--- src/rtl/fetch_unit.sv ---
`default_nettype none
// ============================================================================
//  Module      : fetch_unit
//  Description : Program counter and instruction register stage. Applies the
//                Controller's PC commands and fetches one opcode per LoadIR
//                over a req/ack handshake, with a bounded wait that forces a
//                HALT opcode and a sticky error on timeout.
//  Revision    : 1.0 - initial release
// ============================================================================
module fetch_unit #(
    parameter int                     PC_WIDTH    = 8,
    parameter int                     INSTR_WIDTH = 8,
    parameter int                     TIMEOUT     = 15,
    parameter logic [INSTR_WIDTH-1:0] HALT_OP     = 8'hF0
) (
    input  logic                   clk,
    input  logic                   reset,
    input  logic                   LoadIR,
    input  logic                   IncPC,
    input  logic                   LoadPC,
    input  logic                   SelPC,
    input  logic [PC_WIDTH-1:0]    RegData,
    input  logic [3:0]             ImmediateData,
    output logic                   mem_req,
    output logic [PC_WIDTH-1:0]    mem_addr,
    input  logic                   mem_ack,
    input  logic [INSTR_WIDTH-1:0] mem_rdata,
    output logic [INSTR_WIDTH-1:0] Opcode,
    output logic [PC_WIDTH-1:0]    pc,
    output logic                   ir_valid,
    output logic                   busy,
    output logic                   fetch_err
);

    localparam int                   CNT_W      = $clog2(TIMEOUT + 1);
    // Last count value before the timeout fires; the edge that would make the
    // counter equal TIMEOUT is the edge that raises the error instead.
    localparam logic [CNT_W-1:0]     c_CNT_LAST = CNT_W'(TIMEOUT - 1);
    localparam logic [CNT_W-1:0]     c_CNT_ONE  = CNT_W'(1);
    localparam logic [PC_WIDTH-1:0]  c_PC_ONE   = PC_WIDTH'(1);

    typedef enum logic [1:0] {
        S_IDLE = 2'd0,
        S_REQ  = 2'd1,
        S_ERR  = 2'd2
    } state_t;

    state_t                   r_state, w_state_nxt;
    logic [PC_WIDTH-1:0]      r_pc, w_pc_nxt;
    logic [PC_WIDTH-1:0]      r_addr, w_addr_nxt;
    logic                     r_req, w_req_nxt;
    logic                     r_busy, w_busy_nxt;
    logic                     r_valid, w_valid_nxt;
    logic [INSTR_WIDTH-1:0]   r_op, w_op_nxt;
    logic                     r_err, w_err_nxt;
    logic [CNT_W-1:0]         r_cnt, w_cnt_nxt;
    logic [PC_WIDTH-1:0]      w_imm_ext;

    assign w_imm_ext = {{(PC_WIDTH-4){1'b0}}, ImmediateData};

    // Next-state, PC update and handshake/IR next values; everything holds by default.
    always_comb begin
        w_state_nxt = r_state;
        w_pc_nxt    = r_pc;
        w_addr_nxt  = r_addr;
        w_req_nxt   = r_req;
        w_busy_nxt  = r_busy;
        w_valid_nxt = r_valid;
        w_op_nxt    = r_op;
        w_err_nxt   = r_err;
        w_cnt_nxt   = r_cnt;

        // PC commands run independently of the fetch; the in-flight address
        // lives in r_addr so a mid-fetch jump cannot disturb it.
        if (r_state != S_ERR) begin
            if (LoadPC) begin
                w_pc_nxt = SelPC ? w_imm_ext : RegData;
            end else if (IncPC) begin
                w_pc_nxt = r_pc + c_PC_ONE;
            end
        end

        case (r_state)
            S_IDLE: begin
                if (LoadIR) begin
                    // Captures the pre-update PC even if IncPC/LoadPC fire on this edge.
                    w_addr_nxt  = r_pc;
                    w_req_nxt   = 1'b1;
                    w_busy_nxt  = 1'b1;
                    w_valid_nxt = 1'b0;
                    w_cnt_nxt   = '0;
                    w_state_nxt = S_REQ;
                end
            end
            S_REQ: begin
                if (mem_ack) begin
                    w_op_nxt    = mem_rdata;
                    w_valid_nxt = 1'b1;
                    w_req_nxt   = 1'b0;
                    w_busy_nxt  = 1'b0;
                    w_state_nxt = S_IDLE;
                end else if (r_cnt == c_CNT_LAST) begin
                    w_op_nxt    = HALT_OP;
                    w_valid_nxt = 1'b1;
                    w_err_nxt   = 1'b1;
                    w_req_nxt   = 1'b0;
                    w_busy_nxt  = 1'b0;
                    w_state_nxt = S_ERR;
                end else begin
                    w_cnt_nxt = r_cnt + c_CNT_ONE;
                end
            end
            S_ERR: begin
                w_req_nxt  = 1'b0;
                w_busy_nxt = 1'b0;
            end
            default: begin
                w_state_nxt = S_IDLE;
            end
        endcase
    end

    // State and datapath registers; active-low synchronous reset overrides all.
    always_ff @(posedge clk) begin
        if (!reset) begin
            r_state <= S_IDLE;
            r_pc    <= '0;
            r_addr  <= '0;
            r_req   <= 1'b0;
            r_busy  <= 1'b0;
            r_valid <= 1'b0;
            r_op    <= '0;
            r_err   <= 1'b0;
            r_cnt   <= '0;
        end else begin
            r_state <= w_state_nxt;
            r_pc    <= w_pc_nxt;
            r_addr  <= w_addr_nxt;
            r_req   <= w_req_nxt;
            r_busy  <= w_busy_nxt;
            r_valid <= w_valid_nxt;
            r_op    <= w_op_nxt;
            r_err   <= w_err_nxt;
            r_cnt   <= w_cnt_nxt;
        end
    end

    assign mem_req   = r_req;
    assign mem_addr  = r_addr;
    assign Opcode    = r_op;
    assign pc        = r_pc;
    assign ir_valid  = r_valid;
    assign busy      = r_busy;
    assign fetch_err = r_err;

endmodule
`default_nettype wire

--- config.mk ---
export PLATFORM = sky130hd
export DESIGN_NAME = fetch_unit
export DESIGN_NICKNAME = d
export VERILOG_FILES = /design/src/rtl/fetch_unit.sv
export SDC_FILE = /design/constraint.sdc
export NUM_CORES = 1
export LEC_CHECK = 0
export BUFFER_PORTS_ARGS = -buffer_cell sky130_fd_sc_hd__buf_2
export CAP_MARGIN = 20
export CORE_MARGIN = 2
export CORE_UTILIZATION = 53
export CTS_CLUSTER_DIAMETER = 150
export DETAILED_ROUTE_END_ITERATION = 7
export PLACE_DENSITY = 0.94
export SYNTH_ARGS = -nofsm -noshare
export SYNTH_HDL_FRONTEND = slang
export SYNTH_SLANG_ARGS = --single-unit
--- constraint.sdc ---
create_clock -name clk -period 3.8 [get_ports clk]
set_clock_uncertainty 0.15 [all_clocks]
set_input_delay 0.76 -clock clk [delete_from_list [all_inputs] [get_ports clk]]
set_output_delay 0.76 -clock clk [all_outputs]
set_load 0.01 [all_outputs]
# Word-level counts from Yosys, hierarchy flattened
# Index checks and enable logic that the tools add are counted.
[totals]
output_inout_bits = 28
regBits = 33
[op_classes]
bitwise_logic = 2
n_mux = 21
reduce_logical = 13
add_sub_neg = 2
eq_ne = 8
[ops]
columns = ["op", "n"]
rows = [
  ["$mux W8", 5],
  ["$mux W4", 3],
  ["$reduce_and A3 Y1", 4],
  ["$add A8 B1 Y8 const B", 1],
  ["$ne A2 B2 Y1 const B", 4],
  ["$pmux W4 S2", 1],
  ["$mux W1", 6],
  ["$mux W2", 3],
  ["$pmux W2 S3", 1],
  ["$reduce_and A2 Y1", 3],
  ["$reduce_bool A2 Y1", 3],
  ["$add A4 B1 Y4 const B", 1],
  ["$eq A4 B4 Y1 const B", 1],
  ["$reduce_and A4 Y1", 1],
  ["$ne A3 B3 Y1 const B", 1],
  ["$pmux W1 S3", 1],
  ["$reduce_bool A3 Y1", 1],
  ["$eq A2 B1 Y1 const B", 1],
  ["$eq A2 B2 Y1 const B", 1],
  ["$logic_not A2 Y1", 1],
  ["$not A1 Y1", 2],
  ["$pmux W1 S2", 1],
]

# Logic depth before layout (Yosys ltp)
[depth]
word_depth = 4
depth_mapped = 7
mapped_depth_nobuf = 6

# Least setup slack after synthesis
# Ideal clock, no wire load.
[synth_path]
path_kind = "input to register"
from = "input mem_ack"
to = "register r_cnt[1]"
path_slack_ns = 2.001
stages = 5
setup_time_ns = 0.059
arrival_ns = 1.590
required_ns = 3.591
path_cell_list = "clkbuf_1 nor2b_1 nand2_1 nor4_1 a31o_1"
[synth_between]
elab_chain_len = 2
[synth_lines]
columns = ["element", "line", "source"]
rows = [
  ["start: declaration", "26", "input logic mem_ack,"],
  ["$ne A2 B2 Y1 (no line)", "-", ""],
  ["$reduce_and A4 Y1 (no line)", "-", ""],
  ["end signal: assignment", "144", "r_cnt <= w_cnt_nxt;"],
  ["end: declaration", "56", "logic [CNT_W-1:0] r_cnt, w_cnt_nxt;"],
]
# No other way between the ends.
# A chain may end at the register's enable or synchronous reset.

# Final worst setup path
[layout_path]
from = "register r_pc[0] (netlist: pc[0])"
to = "output pc[0]"
[layout_lines]
columns = ["element", "line", "source"]
rows = [
  ["start: declaration", "49", "logic [PC_WIDTH-1:0] r_pc, w_pc_nxt;"],
  ["start signal: assignment", "137", "r_pc <= w_pc_nxt;"],
  ["end: declaration", "29", "output logic [PC_WIDTH-1:0] pc,"],
]
# No word-level cell between the ends.

==> results.sh <==
export IMPL_status="completed"
export IMPL_drt_iter0_drc=74
export IMPL_clockRootBuffer="clkbuf_4"
export IMPL_n_antenna_cell=0
export IMPL_drc=0
export IMPL_fin_crit_ns=1.91
export IMPL_dpl_hpwl_um=2650
export IMPL_final_common_cell="buf_2"
export IMPL_grt_overflow_total=0
export IMPL_pre_cts_slack_ns=1.70
export IMPL_clock_fmax_mhz=524
export IMPL_hold_class="flip-flop to flip-flop"
export IMPL_antenna_found_initial=0
export IMPL_cp_buffers_inverters=1
export IMPL_grt_pass1_wl_um=5940
export IMPL_routed_wl_um=3700
export IMPL_multi_input_area_um2=867
export IMPL_firstDrtPassIters=4
export IMPL_rsz0062_at_grt="no"
export IMPL_dp_cells=262
export IMPL_finalSetupViolations=0
export IMPL_htreeDepth=2
export IMPL_ys_seq_elements=33
export IMPL_worstSetupPathType="flip-flop to primary output"
export IMPL_numCtsBuffers=5
export IMPL_ys_warn_count=0
export IMPL_grt_usage_pct=22.1
export IMPL_wl_per_cell_um=13.7
export IMPL_yosysSeqAreaShare_pct=40.8
export IMPL_crit_chain="buf_2"
export IMPL_max_cap_viol_count=0
export IMPL_fin_tns_setup_ns=0
export IMPL_cts_hold_buf=0
export IMPL_die_h_um=59.3
export IMPL_cpLargestDelayFamily="flip-flops"
export IMPL_dieArea_um2=3510
export IMPL_ant_nets=0
export IMPL_gp_congestion=0.909
export IMPL_synth_distinct_cells=47
export IMPL_cts_tree="built"
export IMPL_drive_gt1_share_pct=31.2
export IMPL_leakage_uw=0.000879
export IMPL_max_slew_margin_rel_pct=54.0
export IMPL_tightest_slew_ns=0.689
export IMPL_hold_violations=0
export IMPL_final_cell_mix="buf_2 (54), dfxtp_1 (33), nand2_1 (26)"
export IMPL_grt_max_degree=25
export IMPL_grt_pass1_vias=1378
export IMPL_place_area_um2=1870
export IMPL_post_cts_buffers=0
export IMPL_cp_end_kind="primary output"
export IMPL_worst_ep_arrival_time_ns=1.00
export IMPL_worst_path_max_delay_cell="dfxtp_1"
export IMPL_cts_resized=0
export IMPL_viasPerCell=5.79
export IMPL_clock_sinks=33
export IMPL_async_flop_share_pct=0
export IMPL_path_max_fanout=8
export IMPL_io_buffers=54
export IMPL_ir_drop_mv=0.214
export IMPL_power_total_uw=812
export IMPL_clkLatencyLatePin_ns=0.34
export IMPL_slew_violations=0
export IMPL_final_cell_area_um2=1950
export IMPL_clkTransAtPathRegs_ns=0.10
export IMPL_instances_no_fill=270
export IMPL_avgSynthCellArea_um2=8.70
export IMPL_core_um2=2980
export IMPL_initial_utilization_pct=54.3
export IMPL_netlist_area_um2=1620
export IMPL_num_vias=1563
export IMPL_cpPeakStageDelay_ns=0.47
export IMPL_synth_ff_type="dfxtp_1"
export IMPL_die_w_um=59.3
export IMPL_syn2layout_area_growth_pct=20.8
export IMPL_fill_cells=226
export IMPL_synth_edf_count=0
export IMPL_seqCellArea_um2=661
export IMPL_p_per_area_nw_per_um2=415
export IMPL_setup_ws_ns=1.89
export IMPL_clk_path_buf_depth=2
export IMPL_synth_nets=219
export IMPL_cp_required_ns=2.89
export IMPL_fin_nets=269
export IMPL_finalCritPeriodShare_pct=50.2
export IMPL_synth_cells=186
export IMPL_critPathLaunchType="flip-flop"
export IMPL_fp_row_count=20
export IMPL_io_pins=55
[flip-flops by register name, indices dropped and copies added (netlist names)]
register,cells
busy,1
Opcode,8
mem_addr,8
r_cnt,4
r_state,2
pc,8
ir_valid,1
fetch_err,1
[where the power goes]
| part | switching (uW) | internal, uW | leakage, uW |
|---|---|---|---|
| Sequential | 18.1 | 365 | 0.000269 |
| Combinational | 86.3 | 63.9 | 0.000565 |
| Clock | 122 | 156 | 0.0000445 |
[cell families (layout without fill, tap and decap cells)]
logic type                 count (synthesis)  after routing  share of synthesized area [%]
AOI/OAI and AO/OA                         54             54                           24.4
adders and majority gates                  6              6                           4.64
and+or+nand+nor                           67             67                           19.6
xor gates and xnor gates                   3              3                           1.62
buffers and inverters                     18             69                           5.57
DFF                                       33             33                           40.8
muxes                                      5              5                           3.33
[area by class of cell]
cell class | instances | area share [%]
inverters | 7 | 1.34
repair buffers | 54 | 13.8
well taps | 33 | 2.11
multi-input cells | 135 | 44.4
clock inverters | 2 | 1.92
flip-flops and latches | 33 | 33.8
clock buffers | 6 | 2.62
[stage by stage]
step	utilization, %	hold slack [ns]
after floorplan	-	0.305
after global placement	62.6	0.292
after detailed placement	62.6	0.296
after CTS	65.6	0.313
after global routing	65.6	0.320
final	65.6	0.309
[metal layers]
layer | wire [um] | vias up | GRT usage, % | share of wire (%)
met2 | 1690 | 62 | 35.0 | 46
met4 | 53 | 0 | 8.12 | 1.4
met1 | 1700 | 712 | 29.1 | 46
met5 | 0 | - | 0 | 0
met3 | 252 | 7 | 5.68 | 6.8
li1 | - | 782 | - | -
[synth_stat cells, drive strengths merged, types with 2 or more instances]
library cell  count  area, um^2
a21oi            15        75.1
nand2            26        97.6
xor2              3        26.3
nand3             3        15.0
a32oi             4        35.0
or3               2        12.5
nor2             15        56.3
nand2b            2        12.5
a31o              3        26.3
o21ai             6        30.0
clkbuf            8        40.0
o221a             4        45.0
mux2i             2        20.0
and3              4        25.0
a31oi             6        37.5
and4              2        21.3
nand4             2        12.5
a211oi            3        22.5
nor4              2        12.5
inv               7        26.3
a22o              2        17.5
ha                6        75.1
nor3              5        25.0
mux2              3        33.8
o211ai            2        15.0
dfxtp            33         661
buf               3        23.8
[path summary, 6_finish.rpt]
kind               start          end  slack (ns)  cells after the start
max                pc[0]        pc[0]        1.89                      1
min          mem_addr[6]  mem_addr[6]        0.31                      2
max reg2reg   r_state[1]         busy        1.92                      5
min reg2reg  mem_addr[6]  mem_addr[6]        0.31                      2
[worst reg2reg max path, delay by kind of cell (launching register included)]
kind / cells / cell delay [ns]
flip-flops: 1 / 0.35
buffers and inverters: 2 / 0.26
AO/OA/AOI/OAI: 2 / 0.63
adder cells (fa/ha/maj): 1 / 0.40
Power figures use the tool's default switching activity.
